<file path="src/rtl/keypad_scanner.sv">
// keypad_scanner
//   Scans a 4x4 matrix keypad one row at a time. It synchronizes and
//   debounces the column returns, then emits one strobe per physical press
//   with a 4-bit hex key code. Only one key is tracked at a time; other keys
//   are ignored while it is down.
//
// Parameters
//   SCAN_DIV    clock cycles per row slot (>= 4)
//   DB_CYCLES   consecutive stable cycles that confirm a press or release (>= 2)
//
// Ports
//   clk          system clock
//   rst          synchronous active-high reset
//   col_i        raw column returns, asynchronous, active-low
//   row_o        one-hot active-high row drive
//   key_valid_o  one-cycle strobe per confirmed press
//   key_code_o   code of the last confirmed key, held until the next strobe
//   key_held_o   high while a confirmed key is down, including release debounce
module keypad_scanner #(
    parameter int SCAN_DIV  = 6000,
    parameter int DB_CYCLES = 120000
) (
    input  logic       clk,
    input  logic       rst,
    input  logic [3:0] col_i,
    output logic [3:0] row_o,
    output logic       key_valid_o,
    output logic [3:0] key_code_o,
    output logic       key_held_o
);

    localparam int DIV_W = $clog2(SCAN_DIV);
    localparam int DB_W  = $clog2(DB_CYCLES + 1);
    localparam logic [DIV_W-1:0] DIV_LAST = DIV_W'(SCAN_DIV - 1);
    localparam logic [DB_W-1:0]  DB_LAST  = DB_W'(DB_CYCLES - 1);
    localparam logic [DB_W-1:0]  DB_MAX   = DB_W'(DB_CYCLES);

    typedef enum logic [1:0] {SCAN, PRESS, HELD, RELEASE} state_t;

    state_t           state, state_nxt;
    logic [3:0]       col_meta, col_s;
    logic [DIV_W-1:0] div;
    logic [DB_W-1:0]  db;
    logic [1:0]       r, c;
    logic [1:0]       row_idx, low_idx;
    logic             tick, any_low, line;
    logic             latch, db_clr, db_inc;
    logic [3:0]       row_nxt, code_nxt;
    logic             valid_nxt, held_nxt;

    assign tick    = (state == SCAN) && (div == DIV_LAST);
    assign any_low = ~&col_s;
    assign line    = col_s[c];

    always_comb begin
        row_idx = 2'd0;
        if (row_o[1]) row_idx = 2'd1;
        if (row_o[2]) row_idx = 2'd2;
        if (row_o[3]) row_idx = 2'd3;
    end

    // Lowest-index active column wins when several are pulled low.
    always_comb begin
        low_idx = 2'd0;
        for (int unsigned i = 4; i > 0; i--) begin
            if (!col_s[i-1]) low_idx = 2'(i - 1);
        end
    end

    // Next-state logic.
    always_comb begin
        state_nxt = state;
        latch     = 1'b0;
        db_clr    = 1'b0;
        db_inc    = 1'b0;
        case (state)
            SCAN: begin
                if (tick && any_low) begin
                    state_nxt = PRESS;
                    latch     = 1'b1;
                    db_clr    = 1'b1;
                end
            end
            PRESS: begin
                if (line) begin
                    state_nxt = SCAN;
                end else begin
                    db_inc = 1'b1;
                    if (db == DB_LAST) state_nxt = HELD;
                end
            end
            HELD: begin
                if (line) begin
                    state_nxt = RELEASE;
                    db_clr    = 1'b1;
                end
            end
            RELEASE: begin
                if (!line) begin
                    state_nxt = HELD;
                end else begin
                    db_inc = 1'b1;
                    if (db == DB_LAST) state_nxt = SCAN;
                end
            end
            default: state_nxt = SCAN;
        endcase
    end

    // Output logic: computes the next value of every registered output.
    // The row advances both on an empty tick and on any return to SCAN.
    always_comb begin
        row_nxt   = row_o;
        code_nxt  = key_code_o;
        valid_nxt = 1'b0;
        if ((tick && !any_low) || (state != SCAN && state_nxt == SCAN)) begin
            row_nxt = {row_o[2:0], row_o[3]};
        end
        if (state == PRESS && state_nxt == HELD) begin
            valid_nxt = 1'b1;
            case ({r, c})
                4'h0: code_nxt = 4'h1;
                4'h1: code_nxt = 4'h2;
                4'h2: code_nxt = 4'h3;
                4'h3: code_nxt = 4'hA;
                4'h4: code_nxt = 4'h4;
                4'h5: code_nxt = 4'h5;
                4'h6: code_nxt = 4'h6;
                4'h7: code_nxt = 4'hB;
                4'h8: code_nxt = 4'h7;
                4'h9: code_nxt = 4'h8;
                4'hA: code_nxt = 4'h9;
                4'hB: code_nxt = 4'hC;
                4'hC: code_nxt = 4'hE;
                4'hD: code_nxt = 4'h0;
                4'hE: code_nxt = 4'hF;
                default: code_nxt = 4'hD;
            endcase
        end
        held_nxt = (state_nxt == HELD) || (state_nxt == RELEASE);
    end

    // State register.
    always_ff @(posedge clk) begin
        if (rst) state <= SCAN;
        else     state <= state_nxt;
    end

    // Datapath and output registers. div only runs in SCAN, so it is
    // already 0 whenever scanning resumes.
    always_ff @(posedge clk) begin
        if (rst) begin
            col_meta    <= '1;
            col_s       <= '1;
            div         <= '0;
            db          <= '0;
            r           <= '0;
            c           <= '0;
            row_o       <= 4'b0001;
            key_valid_o <= 1'b0;
            key_code_o  <= '0;
            key_held_o  <= 1'b0;
        end else begin
            col_meta <= col_i;
            col_s    <= col_meta;
            if (state == SCAN && !tick) div <= div + 1'b1;
            else                        div <= '0;
            if (db_clr)                      db <= '0;
            else if (db_inc && db != DB_MAX) db <= db + 1'b1;
            if (latch) begin
                r <= row_idx;
                c <= low_idx;
            end
            row_o       <= row_nxt;
            key_valid_o <= valid_nxt;
            key_code_o  <= code_nxt;
            key_held_o  <= held_nxt;
        end
    end

endmodule

</file>
<file path="config.mk">
export PLATFORM = sky130hd
export DESIGN_NAME = keypad_scanner
export DESIGN_NICKNAME = d
export VERILOG_FILES = /design/src/rtl/keypad_scanner.sv
export SDC_FILE = /design/constraint.sdc
export NUM_CORES = 1
export LEC_CHECK = 0
export BUFFER_PORTS_ARGS = -buffer_cell sky130_fd_sc_hd__buf_4
export CORE_UTILIZATION = 54
export CTS_CLUSTER_DIAMETER = 30
export DETAILED_ROUTE_END_ITERATION = 8
export GPL_TIMING_DRIVEN = 0
export PLACE_DENSITY_LB_ADDON = 0.08
export SYNTH_ARGS = -nofsm -noshare
export SYNTH_HDL_FRONTEND = slang
export SYNTH_SLANG_ARGS = --single-unit
</file>
<file path="constraint.sdc">
create_clock -name clk -period 2.2 [get_ports clk]
set_input_delay 0.22 -clock clk [delete_from_list [all_inputs] [get_ports clk]]
set_output_delay 0.22 -clock clk [all_outputs]
set_load 0.01 [all_outputs]
</file>
== Word level (Yosys, flattened, before mapping) ==
Memory sizes are Yosys's and may differ from the RTL's. A register that Yosys moved wholly into a read port is not among the register bits.
Cells that the tools add are included.

* Memories kept: 1
* Input bits: 6
* Logic and storage cells: 63
* Bits in read-only memories: 64
* Output and inout port bits: 10
* Bits in registers: 50

* Bitwise gates (word level): 1
* Magnitude comparators: 1
* Equal/unequal tests: 8
* Reduce and logical (&&, ||, !) cells: 17
* Mux-type cells: 23
* $add $sub $neg: 2

{| class="wikitable"
|+ Memory list
! memory !! depth !! width !! rd ports !! clocked after memory_dff !! write ports !! RTL line !! source
|-
| (no name shown) || 16 || 4 || 1 || 1 || 0 || 121 || <nowiki>case ({r, c})</nowiki>
|}

{| class="wikitable"
|+ Operators with widths
! kind !! count
|-
| $mux 2 || 12
|-
| $add 17x1->17 const B || 1
|-
| $eq 17x17->1 const B || 1
|-
| $ne 17x17->1 const B || 1
|-
| $add 13x1->13 const B || 1
|-
| $eq 13x13->1 const B || 1
|-
| $eq 2x2->1 const B || 4
|-
| $pmux 2 s4 || 1
|-
| $logic_and 1x1->1 || 7
|-
| $mux 1 || 7
|-
| $logic_not 2->1 || 2
|-
| $pmux 1 s2 || 2
|-
| $reduce_and 4->1 || 1
|-
| $reduce_or 2->1 || 2
|-
| $lt 2x3->1 const B || 1
|-
| $bmux 1 s2 || 1
|-
| $eq 2x1->1 const B || 1
|-
| $logic_not 1->1 || 2
|-
| $logic_or 1x1->1 || 2
|-
| $reduce_bool 2->1 || 1
|-
| $not 1->1 || 1
|}

== Logic depth before layout (Yosys ltp) ==
* Depth in word-level cells: 8
* Mapped depth: 9
* Depth with buffers taken out: 7

== Worst setup path before layout ==
OpenSTA, ideal clock, no wires.

* Kind: register -> register
* Start point: register c[0]
* End point: register db[12]
* Path slack: 0.085 ns
* Required time: 2.134 ns
* Path buffers: 1
* Clock period less this slack: 2.115 ns
* Arrival time: 2.049 ns
* Stages on the path, launching flop included: 7
* Library setup time: 0.066 ns
* Cells stage by stage: dfxtp_1 > mux4_2 > xnor2_2 > o211ai_2 > buf_6 > or4_4 > a21oi_2

* Longest elaborated chain between the ends: 5
* Elaborated cells between the ends (all ways): 8
* Those cells by class: mux (6); reduce/logical (2)

{| class="wikitable"
|+ RTL lines
! item !! RTL line !! source
|-
| from (decl) || 44 || <nowiki>logic [1:0] r, c;</nowiki>
|-
| from (signal assigned) || 172 || <nowiki>c <= low_idx;</nowiki>
|-
| $bmux 1 s2 * || 53 || <nowiki>assign line = col_s[c];</nowiki>
|-
| $mux 1 (not written as such) * || 53 ||
|-
| $mux 1 (on tied branches) || 93, 99, 85 ||
|-
| $pmux 1 s2 || 76 || <nowiki>case (state)</nowiki>
|-
| $reduce_or 2->1 (no source line) or $logic_and 1x1->1 (tied branches) || n/a ||
|-
| to (signal assigned) || 169 || <nowiki>else if (db_inc && db != DB_MAX) db <= db + 1'b1;</nowiki>
|-
| to (decl) || 43 || <nowiki>logic [DB_W-1:0] db;</nowiki>
|}

Mark *: on every way between the ends. The rest lies on a longest branch, timed or not. The select of a mux whose other input is x is not followed.
A chain may end at the register's enable or synchronous reset.

== Final worst setup path ==
Ends and elaborated chain as after synthesis.

==> results by group <==
STA
  – Fin crit period: 2130 ps
  – Final Setup Violations: 0
  – Fin crit share: 96.9%
  – Least-Margin Pin Slew: 494 ps
  – Fmax: between 0.4 and 0.5 GHz
  – Worst setup margin: 67.7 ps
  – Unrepaired setup endpoints after global routing: true
  – Pins Over Slew Limit: 0
  – Final Hold Viols: 0
  – Max transition margin: 66.8%
  – Setup tns final: 0 ps
  – Clock Skew: 7.81 ps

Clocking
  – # hold bufs at CTS: 0
  – # clock sinks: 53
  – Clock latency at the later pin of the worst-skew pair: 310 ps
  – Clock H-tree levels: 2
  – Root Driver: clkbuf_8
  – CTS tree: yes
  – Clock tree buffer depth: 2
  – Clock Pin Slew Worst Setup and Hold Paths: 100 ps
  – CTS Buf Count: 5

Critical path
  – CP Launch Type: flip-flop
  – Reg2Reg Setup Slack: 70 ps
  – Buffers and inverters on the worst path: 1
  – CP arrival: 2380 ps
  – R2r worst-path depth: 6
  – Largest delay contributor family on the critical path: multiplexers
  – Slowest CP cell: mux4_2
  – RR Startpoint: c[0]
  – CP Max Fanout: 10
  – Worst Path Required: 2450 ps
  – R2R Path End: db[12]
  – Setup crit end kind: flip-flop
  – Critical Path Start: c[0]
  – Worst Setup Path Type: reg2reg
  – Worst-path cell chain: mux4_2 -> xnor2_4 -> o211ai_2 -> buf_6 -> or4_4 -> a21oi_2
  – Slowest stage delay, CP: 580 ps

Die
  – Die ar.: roughly 5000 um2
  – CORE AREA: 4410 um2
  – Rows: 24
  – Initial core utilization: a little under three fifths
  – Top-Level Pins: 16
  – Die Y: 70.4 um
  – Die width: 70.4 um

GRT
  – Initial antenna violation count: 0
  – Busiest grt layer: met2
  – Routing usage on met3: 4.47%
  – Vias in the first global route: 1871
  – Met1 usage: 28.5%
  – Global-route wire length before repair: 8400 um
  – GR Overflow Total: 0
  – GRT met2 Usage: 33.3%
  – Largest net degree at the start of global routing: 17
  – GRT Total Usage: 21.3%

Drt
  – DRC: 0
  – Vias per cell: between 5 and 6
  – Routed WL: 4770 um
  – DR vias: 2059
  – WL per Instance: 13.1 um
  – ANT nets after route: 0
  – Iter 0 DRT Violations: 156
  – 1st-pass router iterations: 4

Synthesis
  – Seq cells post-synth: 53
  – Share of flip-flops with an asynchronous set or reset: 0%
  – Avg Cell Area, Syn: roughly 8.8 um2
  – Area contributors post-synth: dfxtp_1 42%, nor2_1 4.5%, a21oi_1 4.4%
  – Syn nets: 300
  – Post-Synthesis Cells: 287
  – Number of flops mapped to enable cells by yosys: 0
  – Top-area cell type share of the netlist area: a little over two fifths
  – Mapped Area: around 2500 um2
  – Syn. warnings: 0
  – Unique masters post-synth: 46
  – Register area share after synthesis: 42.0%
  – Main flop type after synthesis: dfxtp_1
  – Synth area leader: dfxtp_1

Pwr
  – Leakage: just under 1 nW
  – Total power: 1.73 mW
  – Power Dens Cells: 599 nW/um2
  – Max rail drop VDD: 0.355 mV

Placement
  – Final HPWL DP: 3350 um
  – Pre-CTS setup slack: -279 ps
  – I/O Buffers: 14
  – RePlAce Congestion: between 0.7 and 0.8

Worst hold path
  – Worst min path class: in2reg
  – Worst hold endpoint: col_meta[2]
  – Min-delay src: col_i[2]
  – Hold depth: 2

Final layout
  – Layout cells sized above 1: 18.3%
  – Final net count: between 300 and 400
  – Final core occ: 65.3%
  – Ant. Diodes: 0
  – Area Overhead vs Synth: 14.1%

Outcome
  – Status: complete, no violations

Job
  – Max-Cap Viols: 0
## worst reg2reg max path, cell delays in order, from the launching register on
cell and delay [ps]:
dfxtp_4 370, mux4_2 580, xnor2_4 270, o211ai_2 160, buf_6 160, or4_4 410, a21oi_2 120
## flip-flops by register name, summed over array words and instances (netlist names)
signal	cells
col_s	4
div	13
key_code_o	4
col_meta	4
state	2
r	2
key_valid_o	1
c	2
row_o	4
db	17
## power breakdown
| group | internal (mW) | switching [mW] |
|---|---|---|
| clock network | 0.370 | 0.322 |
| logic | 0.0267 | 0.0320 |
| registers | 0.969 | 0.00766 |
| total | 1.37 | 0.362 |
## layout by cell type (no fill, tap or decap), types with 5 or more instances in the layout
cell      netlist  routed
nand3_1        10      10
ha_1            7       7
nor2_1         30      30
clkbuf_1       10       7
o31ai_1         9       9
xnor2_1         7       7
nand4_1         5       5
or4_1           8       8
or3_1          11      11
clkbuf_8        0       6
dfxtp_1        53      52
buf_4           0      19
a21oi_1        22      22
or2_2           9       9
a211oi_1        6       6
o21ai_0        11      11
mux2i_1        10      10
nand2_1        15      15
inv_1          12      12
## logic make-up (layout without fill, tap and decap cells)
group	count (synthesis)	after routing	synth area share [%]
DFF	53	53	42.0
adders and majority gates	7	7	3.46
muxes	12	12	5.29
buffers and inverters	27	51	4.50
and+or+nand+nor	119	119	26.1
xor gates and xnor gates	11	11	4.11
AOI/OAI and AO/OA	58	58	14.5
## Yosys cell counts (3+ instances only)
master	n
mux2i_1	10
nand2b_1	4
or3_1	11
nor2_1	30
or2_2	9
o31ai_1	9
dfxtp_1	53
o21ai_0	11
or4_1	8
xnor2_1	7
a21oi_1	22
nand2_1	15
nor3b_1	3
nand3_1	10
nor3_1	4
xor2_1	3
a211oi_1	6
nand4_1	5
buf_2	4
clkbuf_1	10
inv_1	12
ha_1	7
and3_1	4
## per-layer routing
| layer | vias up | routed length (um) |
|---|---|---|
| met5 | - | 0 |
| met4 | 0 | 46 |
| met3 | 4 | 184 |
| met2 | 47 | 2200 |
| met1 | 939 | 2340 |
| li1 | 1069 | - |
## worst max path at each step
stage                  end  slack (ps)  cells past startpoint
finish              db[12]          70                      6
global route        db[12]         -40                      6
CTS                 db[12]          30                      6
detailed placement   db[1]        -280                      9
global placement     db[1]        -270                      9
floorplan           db[12]          90                      6
## timing repair
action / in CTS / in global routing
setup endpoints to repair: 21 / 21
pin swaps: 0 / 4
setup buffers: 1 / 3
cloned: 0 / 0
gates resized for setup: 4 / 8
hold endpoints to repair: 0 / 0
## stage by stage
| stage | hold slack (ps) | area (um2) | instances |
|---|---|---|---|
| 2_1_floorplan | 324 | 2530 | 287 |
| 5_1_grt | 72.1 | 2880 | 363 |
| 3_3_place_gp | 392 | 2700 | 353 |
| 4_1_cts | 81.8 | 2840 | 361 |
| 3_5_place_dp | 394 | 2700 | 353 |
| 6_report | 87.3 | 2880 | 363 |
## area by class of cell
| type | count | area, um2 |
|---|---|---|
| inverter | 12 | 45.0 |
| buffer | 13 | 70.1 |
| clock buffer | 6 | 82.6 |
| sequential | 53 | 1060 |
| fill | 378 | 1530 |
| clock inverter | 2 | 37.5 |
| timing repair buffer | 18 | 135 |
| tap | 52 | 65.1 |
| multi-input combinational | 207 | 1380 |
Power figures use the tool's default switching activity.
